File: src/rtl/seg7_pkg.sv
// Shared definitions for the seven-segment output path: FSM encoding, blank
// pattern, reference clock rate and the counter-width helper.
package seg7_pkg;

   localparam int CLK_HZ = 10_000_000;

   typedef logic [1:0] state_t;

   localparam state_t ST_IDLE = 2'd0;
   localparam state_t ST_GAP  = 2'd1;
   localparam state_t ST_SHOW = 2'd2;

   localparam logic [6:0] SEG_BLANK = 7'b0;

   // Width of a counter that runs 0..terminal-1; never narrower than one bit.
   function automatic int cnt_width(input int terminal);
      return (terminal > 1) ? $clog2(terminal) : 1;
   endfunction

endpackage

File: src/rtl/seg7_pwm_blink.sv
// Free-running PWM counter and blink divider; produces the two gating terms a
// display output needs, independent of what is being displayed.
module seg7_pwm_blink
   import seg7_pkg::*;
#(
   parameter int PWM_BITS   = 3,
   parameter int BLINK_HALF = CLK_HZ / 4
) (
   input  logic                clk,
   input  logic                rst_n,
   input  logic [PWM_BITS-1:0] brightness,
   input  logic                blink_en,
   output logic                pwm_on,
   output logic                blink_on
);

   localparam int             BW         = cnt_width(BLINK_HALF);
   localparam logic [BW-1:0]  BLINK_LAST = BW'(BLINK_HALF - 1);

   logic [PWM_BITS-1:0] pwm_cnt;
   logic [BW-1:0]       blink_cnt;
   logic                blink_phase;

   // NOTE: sequential state uses non-blocking (<=) so every flop samples the
   // pre-edge values; blocking here would create order-dependent races.
   always_ff @(posedge clk or negedge rst_n) begin
      if (!rst_n) begin
         pwm_cnt <= '0;
      end else begin
         pwm_cnt <= pwm_cnt + PWM_BITS'(1);
      end
   end

   // Blink runs regardless of blink_en so enabling it lands on a stable cadence.
   always_ff @(posedge clk or negedge rst_n) begin
      if (!rst_n) begin
         blink_cnt   <= '0;
         blink_phase <= 1'b1;
      end else if (blink_cnt == BLINK_LAST) begin
         blink_cnt   <= '0;
         blink_phase <= ~blink_phase;
      end else begin
         blink_cnt   <= blink_cnt + BW'(1);
      end
   end

   assign pwm_on   = (pwm_cnt <= brightness);
   assign blink_on = !blink_en || blink_phase;

endmodule

File: src/rtl/seg7_display_ctrl.sv
// Output conditioning between the seg7 decoder and the pins: latch each new
// pattern, blank for a gap so repeated letters stay distinct, then show it
// gated by PWM brightness and blink, with the decimal point on the last char.
module seg7_display_ctrl
   import seg7_pkg::*;
#(
   parameter int GAP_CYCLES = CLK_HZ / 10,
   parameter int BLINK_HALF = CLK_HZ / 4,
   parameter int PWM_BITS   = 3
) (
   input  logic                clk,
   input  logic                rst_n,
   input  logic [6:0]          seg_in,
   input  logic                seg_valid,
   input  logic                last_in,
   input  logic [PWM_BITS-1:0] brightness,
   input  logic                blink_en,
   output logic [6:0]          seg_out,
   output logic                dp_out,
   output logic                busy
);

   localparam int            GW         = cnt_width(GAP_CYCLES);
   localparam logic [GW-1:0] GAP_LAST   = GW'(GAP_CYCLES - 1);
   localparam state_t        LOAD_STATE = (GAP_CYCLES == 0) ? ST_SHOW : ST_GAP;

   state_t        state;
   state_t        next_state;
   logic [6:0]    hold_seg;
   logic          hold_last;
   logic [GW-1:0] gap_cnt;
   logic          gap_done;
   logic          pwm_on;
   logic          blink_on;
   logic          lit;
   logic [6:0]    seg_nxt;
   logic          dp_nxt;
   logic          busy_nxt;

   seg7_pwm_blink #(
      .PWM_BITS   (PWM_BITS),
      .BLINK_HALF (BLINK_HALF)
   ) u_pwm_blink (
      .clk        (clk),
      .rst_n      (rst_n),
      .brightness (brightness),
      .blink_en   (blink_en),
      .pwm_on     (pwm_on),
      .blink_on   (blink_on)
   );

   assign gap_done = (gap_cnt == GAP_LAST);

   always_ff @(posedge clk or negedge rst_n) begin
      if (!rst_n) begin
         state <= ST_IDLE;
      end else begin
         state <= next_state;
      end
   end

   // NOTE: next_state gets a default before any branch so no path leaves it
   // unassigned, which would otherwise infer a latch.
   always_comb begin
      next_state = state;
      if (seg_valid) begin
         next_state = LOAD_STATE;
      end else begin
         case (state)
            ST_IDLE: next_state = ST_IDLE;
            ST_GAP:  if (gap_done) next_state = ST_SHOW;
            ST_SHOW: next_state = ST_SHOW;
            default: next_state = ST_IDLE;
         endcase
      end
   end

   // NOTE: the hold registers are reset explicitly so a pattern from before
   // reset can never reappear; output resumes only with a fresh seg_valid.
   always_ff @(posedge clk or negedge rst_n) begin
      if (!rst_n) begin
         hold_seg  <= SEG_BLANK;
         hold_last <= 1'b0;
         gap_cnt   <= '0;
      end else if (seg_valid) begin
         hold_seg  <= seg_in;
         hold_last <= last_in;
         gap_cnt   <= '0;
      end else if (state == ST_GAP && !gap_done) begin
         gap_cnt   <= gap_cnt + GW'(1);
      end
   end

   // A character arriving mid-gap simply restarts the gap above; the
   // overwritten pattern is never displayed.
   always_comb begin
      lit      = (state == ST_SHOW) && pwm_on && blink_on;
      seg_nxt  = lit ? hold_seg : SEG_BLANK;
      dp_nxt   = lit && hold_last;
      busy_nxt = (next_state == ST_GAP);
   end

   always_ff @(posedge clk or negedge rst_n) begin
      if (!rst_n) begin
         seg_out <= SEG_BLANK;
         dp_out  <= 1'b0;
         busy    <= 1'b0;
      end else begin
         seg_out <= seg_nxt;
         dp_out  <= dp_nxt;
         busy    <= busy_nxt;
      end
   end

endmodule
File: config.mk
export PLATFORM = sky130hd
export DESIGN_NAME = seg7_display_ctrl
export DESIGN_NICKNAME = d
export VERILOG_FILES = /design/src/rtl/seg7_pkg.sv /design/src/rtl/seg7_pwm_blink.sv /design/src/rtl/seg7_display_ctrl.sv
export SDC_FILE = /design/constraint.sdc
export NUM_CORES = 1
export LEC_CHECK = 0
export CORE_AREA = 2 2 97 99
export DETAILED_ROUTE_END_ITERATION = 12
export DIE_AREA = 0 0 99 101
export DONT_BUFFER_PORTS = 1
export GPL_TIMING_DRIVEN = 0
export PLACE_DENSITY = 0.53
export SYNTH_ARGS = -nofsm -noshare
export SYNTH_HDL_FRONTEND = slang
export SYNTH_SLANG_ARGS = --single-unit
File: constraint.sdc
create_clock -name clk -period 1.7 [get_ports clk]
set_input_delay 0.425 -clock clk [delete_from_list [all_inputs] [get_ports clk]]
set_output_delay 0.425 -clock clk [all_outputs]
set_load 0.05 [all_outputs]
# Yosys cells after proc, flatten, opt, wreduce, memory -nomap -nowiden
# Cells that the tools add are included.
[op_classes]
reduce_logical = 8
addsub = 3
eq_ne = 5
muxes = 7
magnitude_cmp = 1
bitwise_logic = 1
[ops]
columns = ["op", "count"]
rows = [
  ["20-bit two-way mux", 2],
  ["22-bit by 1-bit adder with 22-bit output (second input constant)", 1],
  ["22-bit equality test (second input constant)", 1],
  ["22-bit two-way mux", 1],
  ["20-bit by 1-bit adder with 20-bit output (second input constant)", 1],
  ["20-bit equality test (second input constant)", 1],
  ["7-bit two-way mux", 1],
  ["2-bit by 1-bit equality test with 1-bit output (second input constant)", 2],
  ["1-bit logical AND", 4],
  ["2-bit two-way mux", 2],
  ["2-bit one-hot mux with 2 select lines", 1],
  ["3-bit by 1-bit adder with 3-bit output (second input constant)", 1],
  ["3-bit less-or-equal comparator", 1],
  ["2-bit equality test (second input constant)", 1],
  ["1-bit logical NOT", 2],
  ["2-bit nonzero test", 1],
  ["1-bit logical OR", 1],
  ["1-bit inverter", 1],
]
[totals]
elab_cells = 35
in_bits = 15
out_inout_bits = 9
ff_bits = 65

# Longest topological paths before layout
[logic_depth]
word_depth = 5
depth_mapped = 8

# Cells and area by module
# A second synthesis with hierarchy kept.
[hier_totals]
hier_cells = 278
hier_area_um2 = 3105.5
[by_module_without_submodules]
columns = ["module", "cells_each", "n_inst", "area_each_um2"]
rows = [
  ["seg7_display_ctrl", 159, 1, 1790.5],
  ["seg7_pwm_blink", 119, 1, 1315.0],
]

# Worst setup path before layout
# Ideal clock, no wire load.
[synth_path]
path_kind = "reg2reg"
start = "register state[1]"
end = "register gap_cnt[17]"
path_slack_ns = -0.003
setup_ns = 0.132
t_required_ns = 1.568
period_less_slack_ns = 1.703
arrival_ns = 1.571
path_buffers = 1
stages_incl_launch_ff = 9
path_cell_list = "dfrtp_1 inv_1 ha_1 buf_2 nand4_4 nor3_1 o2111ai_1 xor2_1 nor2_1"
[synth_via]
elab_chain_len = 3
[synth_lines]
columns = ["item", "line", "rtl"]
rows = [
  ["from (decl)", "seg7_display_ctrl.sv:27", "state_t state;"],
  ["from (signal assigned)", "seg7_display_ctrl.sv:58", "state <= next_state;"],
  ["2-bit by 1-bit equality test with 1-bit output", "seg7_display_ctrl.sv:89", "end else if (state == ST_GAP && !gap_done) begin"],
  ["1-bit logical AND", "seg7_display_ctrl.sv:89", ""],
  ["2-bit nonzero test (no line)", "n/a", ""],
  ["to (signal assigned)", "seg7_display_ctrl.sv:90", "gap_cnt <= gap_cnt + GW'(1);"],
  ["to (decl)", "seg7_display_ctrl.sv:31", "logic [GW-1:0] gap_cnt;"],
]
# No other way between the ends.
# A chain may end at the register's enable or synchronous reset.

# Final worst setup path
[layout_path]
start = "register gap_cnt[10]"
end = "register busy"
[layout_via]
elab_chain_len = 5
[layout_lines]
columns = ["item", "line", "rtl"]
rows = [
  ["20-bit equality test", "seg7_display_ctrl.sv:52", "assign gap_done = (gap_cnt == GAP_LAST);"],
  ["2-bit two-way mux", "seg7_display_ctrl.sv:71", "ST_GAP: if (gap_done) next_state = ST_SHOW;"],
  ["2-bit one-hot mux with 2 select lines", "seg7_display_ctrl.sv:69", "case (state)"],
  ["2-bit two-way mux", "seg7_display_ctrl.sv:66", "if (seg_valid) begin"],
  ["net next_state[0]", "seg7_display_ctrl.sv:28", "state_t next_state;"],
  ["2-bit by 1-bit equality test with 1-bit output", "seg7_display_ctrl.sv:100", "busy_nxt = (next_state == ST_GAP);"],
  ["net busy_nxt", "seg7_display_ctrl.sv:38", "logic busy_nxt;"],
  ["to (signal assigned)", "seg7_display_ctrl.sv:111", "busy <= busy_nxt;"],
  ["to (decl)", "seg7_display_ctrl.sv:20", "output logic busy"],
]
# The timed path passes the listed nets, and every way through them passes these cells.

==> impl_metrics.tcl <==
set metrics [dict create \
    outcome "finished with violations" \
    violations "negative hold slack, negative setup slack" \
    dp_cells 379 \
    syn-cell-area_sq_um 3030 \
    clk_latency_ps 350 \
    path_cells "nor4b_4 -> nand4_4 -> o21a_4 -> a21o_1 -> o41a_1" \
    yosysMostFrequentCell "dfrtp_1" \
    gp_congestion 0.749 \
    io_pins 24 \
    power_leakage_nw 1.63 \
    cp-end-kind "register" \
    fin_crit_ps 1710 \
    drive_above_1_share_pct 24.9 \
    placementRows 35 \
    cts_num_sinks 65 \
    core-area_sq_um 8980 \
    drv_cap 0 \
    grt_max_degree 66 \
    synth_top_area_share_pct 52.8 \
    yosys_warnings 0 \
    cp_slowest_cell "dfrtp_2" \
    grt_antenna_before_repair 0 \
    fin_hold_ws_ps -243 \
    syn_to_final_growth_pct 20.9 \
    final-hold-violation-count 65 \
    worst_slack_ps -6.05 \
    port_buffers 0 \
    grt_first_pass_wirelength_um 10100 \
    stdcell_count 412 \
    ys_seq_elements 65 \
    drt-vias-per-instance 4.94 \
    slowest_delay_ps 430 \
    power.density_nw_per_um2 846 \
    ys_seq_area_share_pct 53.7 \
    drtIter0Drc 45 \
    fmax_mhz 586 \
    ff_latch_area_sq_um 1640 \
    syn_nets 291 \
    cp_max_fo 5 \
    cp.buffers_inverters 0 \
    final_min_period_over_clock_period_pct 100 \
    initial_core_util_pct 33.8 \
    finalSetupViolCount 1 \
    netlist-cell-type-count 43 \
    maxSlewHeadroom_pct 64.1 \
    crit_family "simple AND/OR/NAND/NOR gates" \
    htreeDepth 3 \
    cp.required_ps 1940 \
    grtUsageTotal_pct 12.9 \
    yosysTopAreaCell "dfrtp_1" \
    cts_tree "done" \
    synthCells 268 \
    ir_drop_uv 515 \
    tightest_slew_ps 539 \
    numCtsBuffers 9 \
    dp_hpwl_um 3640 \
    yosys-top-cells-count "dfrtp_1 (64), nor2_1 (29), xor2_1 (20)" \
    slew_viol_final 0 \
    crit_type "register to register" \
    place_area_sq_um 3180 \
    place_ws_ps -151 \
    die_area_sq_um 10000 \
    worst_ep_arrival_time_ps 1940 \
    wl_per_cell_um 13.8 \
    clockBufferDepth 2 \
    drtAntennaViolNets 0 \
    netlist_top_cells_area "dfrtp_1 (53%), xor2_1 (5.8%), xnor2_1 (3.8%)" \
    rsz0062_at_grt "yes" \
    ys.flop_type "dfrtp_1" \
    multi_input_area_sq_um 1480 \
    grt_pass1_vias 2116 \
    layout.nets 319 \
    chipHeight_um 101 \
    overflow 0 \
    antenna_cells 0 \
    skew_ps 7.86 \
    clk_pin_slew_worst_paths_ps 80 \
    cts-root-buf "clkbuf_8" \
    vias 2037 \
    avgSynthCellArea_sq_um 11.3 \
    fillers 844 \
    synth_edf_count 0 \
    wirelength_um 5670 \
    die-width_um 99 \
    hp-class "input port to asynchronous set/reset pin" \
    synth-async-reset-ratio_pct 100 \
    fin_total_pwr_mw 3.10 \
    drc 0 \
    stdcell_area_sq_um 3660 \
    start_kind "register" \
    drt_pass1_iterations 4 \
]
[registers in the layout, indices dropped and copies added, names as in the netlist]
name                     cells
u_pwm_blink.blink_cnt       22
gap_cnt                     20
hold_seg                     7
seg_out                      7
u_pwm_blink.pwm_cnt          3
state                        2
busy                         1
dp_out                       1
hold_last                    1
u_pwm_blink.blink_phase      1
[where the power goes]
part | internal, mW | switching (mW)
logic | 0.0629 | 0.0534
registers | 1.58 | 0.0312
clock network | 0.704 | 0.669
[final timing paths]
path                                         from                       to  slack [ps]  depth (start not counted)
max                                   gap_cnt[10]                     busy          -6                          5
min                                         rst_n               seg_out[1]        -240                          0
max reg2reg                           gap_cnt[10]                     busy          -6                          5
min reg2reg                u_pwm_blink.pwm_cnt[0]   u_pwm_blink.pwm_cnt[0]         460                          1
max in group asynchronous                   rst_n  u_pwm_blink.blink_phase        1750                          0
min in group clk                          last_in                hold_last         220                          1
[area by class of cell]
| class | instances | share of cell area, % |
|---|---|---|
| Sequential cell | 65 | 44.6 |
| Multi-Input combinational cell | 190 | 40.4 |
| Timing Repair Buffer | 17 | 3.82 |
| Tap cell | 111 | 3.79 |
| Clock buffer | 9 | 3.38 |
| Clock inverter | 7 | 2.29 |
| Buffer | 6 | 1.02 |
| Inverter | 7 | 0.717 |
[metal layers]
metal  vias up  GRT usage, %  wire length [um]
met4         0          4.95                98
met1      1003          15.6              2580
met5         -             0                 0
met3        11          4.72               181
li1       1003             -                 -
met2        20          20.9              2810
[metrics by stage]
stage / utilization [%] / setup TNS, ps
after floorplan: - / 0
after global placement: 35.4 / -1620
after detailed placement: 35.4 / -1550
after CTS: 39.1 / -31.8
after global routing: 40.8 / -345
final: 40.8 / -6.05
[what timing repair did]
action	4_1_cts	5_1_grt
pin swaps	9	7
endpoints found under the hold margin	65	65
resized for setup	14	17
setup buffers	7	10
endpoints found under the setup margin	24	40
gates cloned	1	0
[cells in the final DEF (no fill, tap or decap), types with 4 or more instances in the layout]
master | netlist | routed
and2_1 | 9 | 9
and3_1 | 8 | 7
buf_4 | 0 | 16
clkbuf_8 | 0 | 9
dfrtp_1 | 64 | 58
dfrtp_2 | 0 | 6
ha_1 | 8 | 6
inv_1 | 7 | 7
mux2_2 | 8 | 8
nand2_1 | 13 | 13
nand3_1 | 13 | 12
nand4_1 | 11 | 11
nor2_1 | 29 | 28
nor3_1 | 5 | 4
o21ai_0 | 6 | 6
or3_1 | 4 | 4
xnor2_1 | 13 | 13
xor2_1 | 20 | 20
[cell families after synthesis]
group | count (synthesis) | share of synthesized area (%)
buffers and inverters | 14 | 1.82
multiplexers | 11 | 3.96
flip-flops | 65 | 53.7
XOR/XNOR | 33 | 9.53
AND/OR/NAND/NOR | 114 | 22.4
AO/OA/AOI/OAI | 23 | 5.32
adder cells (fa/ha/maj) | 8 | 3.30
No activity file was read; power rests on OpenSTA's default activity.
==> variant 1: new RTL, same settings <==
Make the reset (`rst_n`) synchronous in 5 clocked blocks.
--- a/src/rtl/seg7_pwm_blink.sv
+++ b/src/rtl/seg7_pwm_blink.sv
@@ -24,5 +24,5 @@
    // NOTE: sequential state uses non-blocking (<=) so every flop samples the
    // pre-edge values; blocking here would create order-dependent races.
-   always_ff @(posedge clk or negedge rst_n) begin
+   always_ff @(posedge clk) begin
       if (!rst_n) begin
          pwm_cnt <= '0;
@@ -33,5 +33,5 @@
 
    // Blink runs regardless of blink_en so enabling it lands on a stable cadence.
-   always_ff @(posedge clk or negedge rst_n) begin
+   always_ff @(posedge clk) begin
       if (!rst_n) begin
          blink_cnt   <= '0;
--- a/src/rtl/seg7_display_ctrl.sv
+++ b/src/rtl/seg7_display_ctrl.sv
@@ -52,5 +52,5 @@
    assign gap_done = (gap_cnt == GAP_LAST);
 
-   always_ff @(posedge clk or negedge rst_n) begin
+   always_ff @(posedge clk) begin
       if (!rst_n) begin
          state <= ST_IDLE;
@@ -78,5 +78,5 @@
    // NOTE: the hold registers are reset explicitly so a pattern from before
    // reset can never reappear; output resumes only with a fresh seg_valid.
-   always_ff @(posedge clk or negedge rst_n) begin
+   always_ff @(posedge clk) begin
       if (!rst_n) begin
          hold_seg  <= SEG_BLANK;
@@ -101,5 +101,5 @@
    end
 
-   always_ff @(posedge clk or negedge rst_n) begin
+   always_ff @(posedge clk) begin
       if (!rst_n) begin
          seg_out <= SEG_BLANK;
Formal check against the unedited RTL: differs if rst_n is asserted again (counterexample within 4 cycles, from zero or initial values and one cycle with rst_n low); with rst_n held inactive, the same outputs for 10 cycles.
==> variant 1 against the unedited design <==
  * Synthesized area decreased by 1.6%
  * Worst hold slack better by 0.49 ns
  * Setup slack gained 0.022 ns
  * Sequential power fell by 2%
  * Maximum frequency rose by 1.3%
  * Final area up 0.61%
  * Highest routed layer unchanged
  * Sequential cell count unchanged
  * Wire length increased by 16%
  * Total power grew 5.2%
  * Clock skew is 0.0042 ns higher
==> variant 1: results <==
set metrics [dict create \
    async_flop_share_pct 0 \
    drt-initial-drc-count 73 \
    grt_max_degree 14 \
    finalNetCount 378 \
    hold_slack_ns 0.243 \
    path_max_fanout 4 \
    min_delay_worst_endpoint "hold_seg[4]$_SDFFE_PN0P_" \
    dp_hpwl_um 4290 \
    synth_flop_cell "dfxtp_1" \
    arrival_ns 1.96 \
    internal_power_mw 2.47 \
    synth_seq_area_share_pct 43.6 \
    vias 2488 \
    drive_above_1_share_pct 25.8 \
    p_clk_mw 1.52 \
    largest-register "u_pwm_blink.blink_cnt" \
    skew_ns 0.0121 \
    ir_worst_vdd_mv 0.362 \
    timing.max_slew.rel_slack_pct 54.1 \
    cp-endpoint "u_pwm_blink.blink_cnt[18]$_SDFF_PP0_" \
    synthTopCellsByArea "dfxtp_1, mux2i_1, a21oi_1" \
    p_leak_nw 1.32 \
    hold_class "in2reg" \
    netlist_top_cells_count "dfxtp_1, nand2_1, a21oi_1" \
    slowest_stage "or4_1" \
    cpPeakStageDelay_ns 0.52 \
    p_seq_share_pct 48.1 \
    wirelength_um 6600 \
    ff2ff_setup_slack_ns 0.02 \
    syn_nets 350 \
    status "finished clean" \
    grt_pass1_wl_um 11200 \
    antenna_found_initial 0 \
    grtUsageTotal_pct 14.0 \
    gp_congestion 0.748 \
    synthDistinctLibCells 40 \
    grt_pass1_vias 2437 \
    power_density_nw_per_um2 885 \
    r2r-start "u_pwm_blink.blink_cnt[1]$_SDFF_PP0_" \
]
[variant 1: layout make-up]
| cell class | instances | area (um^2) |
|---|---|---|
| multi-input combinational | 236 | 1720 |
| tap | 111 | 139 |
| timing repair buffer | 18 | 150 |
| clock inverter | 7 | 101 |
| sequential | 65 | 1340 |
| buffer | 11 | 63.8 |
| inverter | 14 | 52.6 |
| fill | 895 | 5290 |
| clock buffer | 9 | 124 |
[variant 1: cell families after synthesis]
family | after synthesis | share of synthesized area (%)
AOI/OAI and AO/OA | 61 | 13.3
xor gates and xnor gates | 14 | 4.11
DFF | 65 | 43.6
muxes | 13 | 4.36
buffers and inverters | 26 | 3.44
adders and majority gates | 8 | 3.35
and+or+nand+nor | 140 | 27.8
[variant 1: timing repair]
item	CTS	global route
hold endpoints to repair	0	0
endpoints found under the setup margin	40	36
gates resized for setup	25	43
cloned	0	2
pin swaps	3	13
setup buffers	9	7
[variant 1: per-stage QoR]
| stage | utilization (%) | std cells | cell area, um^2 | setup WS (ns) | TNS, ns |
|---|---|---|---|---|---|
| 4_1_cts | 39.1 | 462 | 3510 | 0.000881 | 0 |
| 2_1_floorplan | - | 327 | 3000 | 0.0184 | 0 |
| 5_1_grt | 41.1 | 471 | 3690 | -0.0560 | -0.177 |
| 3_3_place_gp | 35.0 | 438 | 3140 | -0.346 | -8.16 |
| 6_report | 41.1 | 471 | 3690 | 0.0155 | 0 |
| 3_5_place_dp | 35.0 | 438 | 3140 | -0.337 | -8.40 |
[variant 1: per-layer routing]
metal / GRT usage (%) / up-vias / share of wire (%)
li1: - / 1253 / -
met1: 17.5 / 1191 / 48
met2: 22.0 / 30 / 46
met3: 3.88 / 14 / 3.0
met4: 7.27 / 0 / 2.3
met5: 0 / - / 0
==> variant 2: new RTL, same flow settings <==
Without the edit above. Change the package constant `CLK_HZ` from 10_000_000 to 40_000_000.
--- a/src/rtl/seg7_pkg.sv
+++ b/src/rtl/seg7_pkg.sv
@@ -3,5 +3,5 @@
 package seg7_pkg;
 
-   localparam int CLK_HZ = 10_000_000;
+   localparam int CLK_HZ = 40_000_000;
 
    typedef logic [1:0] state_t;
Function: same outputs for any inputs over 10 cycles, from zero or initial values and one cycle with rst_n low; that may be too few to reach the edited logic, so the function may still have changed.
==> variant 2 against the unedited design <==
  * Core utilization is 4.9 points higher
  * Wire length is 24% higher
  * Critical path depth did not move
  * Total power decreased by 4.6%
  * Synthesized cell count up 12%
  * Sequential cell count is 4 higher
  * Die area unchanged
  * The flow still finishes with violations (negative hold slack, negative setup slack)
  * Synthesized area up 9.9%
  * Sequential power is 6% higher
  * Final area is 12% higher
  * Clock power down 18%
  * Sequential share of layout area fell by 2.2 points
  * Setup slack got worse by 0.12 ns
  * Clock skew increased by 0.0020 ns
==> variant 2: results <==
set metrics [dict create \
    status "complete, but fails checks" \
    failed_checks "negative hold slack, negative setup slack" \
    grtUsageTotal_pct 14.6 \
    finalNetCount 366 \
    synthDistinctLibCells 49 \
    wl_met1_um 3210 \
    reg_top3 "u_pwm_blink.blink_cnt x24, gap_cnt x22" \
    switchingPower_mw 0.700 \
    vias_per_cell 5.23 \
    hold_viol 69 \
    synth_mux_area_share_pct 3.34 \
    grt_pass1_wl_um 11400 \
    drive_above_1_share_pct 30.5 \
    final_max_slew_viol_count 0 \
    cp-endpoint "gap_cnt[13]$_DFFE_PN0P_" \
    clk_latency_ns 0.33 \
    gp_congestion 0.734 \
    grt_pass1_vias 2327 \
    arrival_ns 2.04 \
    place_inst 412 \
    dp_hpwl_um 4280 \
    setup_viol 18 \
    final-instance-count-excl-fill 459 \
    route.met3.wl_um 209 \
    worst_slew_pin_slew_ns 0.504 \
    drt-initial-drc-count 107 \
    num-fill-cells 807 \
    setup_ws_ns -0.129 \
    ir_worst_vdd_mv 0.363 \
    synthTopCellsByArea "dfrtp_1, xor2_1, xnor2_1" \
    yosys.area_share.adder_pct 3.00 \
    r2r-start "gap_cnt[17]$_DFFE_PN0P_" \
    wirelength_um 7010 \
    setup_tns_ns -0.912 \
    synthCells 301 \
    skew_ns 0.00986 \
    met2_length_um 3490 \
    p_seq_share_pct 57.7 \
    comb_power_mw 0.131 \
    yosys.area_share.xor_xnor_pct 9.73 \
    p_leak_nw 1.86 \
    hold_slack_ns -0.218 \
    netlist_top_cells_count "dfrtp_1, nor2_1, xor2_1" \
]
## variant 2: cell count changes after synthesis, moves of 4 or more
cell	delta
and3_1	-4
nor2_1	+4
nand4_1	+4
nor4b_1	+5
dfrtp_1	+4
## variant 2: metrics by stage
step	hold slack, ns	util (%)	worst slack [ns]	area (um^2)	power (mW)
floorplan	0.129	-	-0.0317	3380	1.82
global placement	0.131	39.2	-0.406	3520	1.85
detailed placement	0.131	39.2	-0.413	3520	1.85
CTS	-0.240	43.3	-0.0864	3880	3.00
global route	-0.248	45.8	-0.217	4110	3.09
finish	-0.218	45.8	-0.129	4110	2.96
## variant 2: worst max-delay path: stages, from the launching register on
cell      delay, ns
dfrtp_1        0.45
nor4bb_4       0.35
nand4_4        0.22
o21ai_4        0.29
nor3b_2        0.08
mux2_1         0.32
## variant 2: repair_timing
item                                    CTS  global route
endpoints found under the hold margin    69            69
setup buffers                            15            15
pin swaps                                 8            25
gates cloned                              1             0
gates resized for setup                  22            29
endpoints found under the setup margin   44            39
## variant 2: layout make-up
type | count | area [um^2] | share of cell area, %
Timing Repair Buffer | 30 | 236 | 5.76
Inverter | 10 | 37.5 | 0.914
Clock inverter | 5 | 27.5 | 0.670
Sequential cell | 69 | 1740 | 42.4
Tap cell | 111 | 139 | 3.38
Buffer | 8 | 53.8 | 1.31
Multi-Input combinational cell | 215 | 1740 | 42.4
Clock buffer | 11 | 131 | 3.20
## variant 2: per-layer routing
| metal | up-vias | track usage (%) |
|---|---|---|
| met5 | - | 0 |
| met4 | 0 | 4.95 |
| met3 | 6 | 4.23 |
| met2 | 42 | 24.0 |
| met1 | 1197 | 18.4 |
| li1 | 1156 | - |
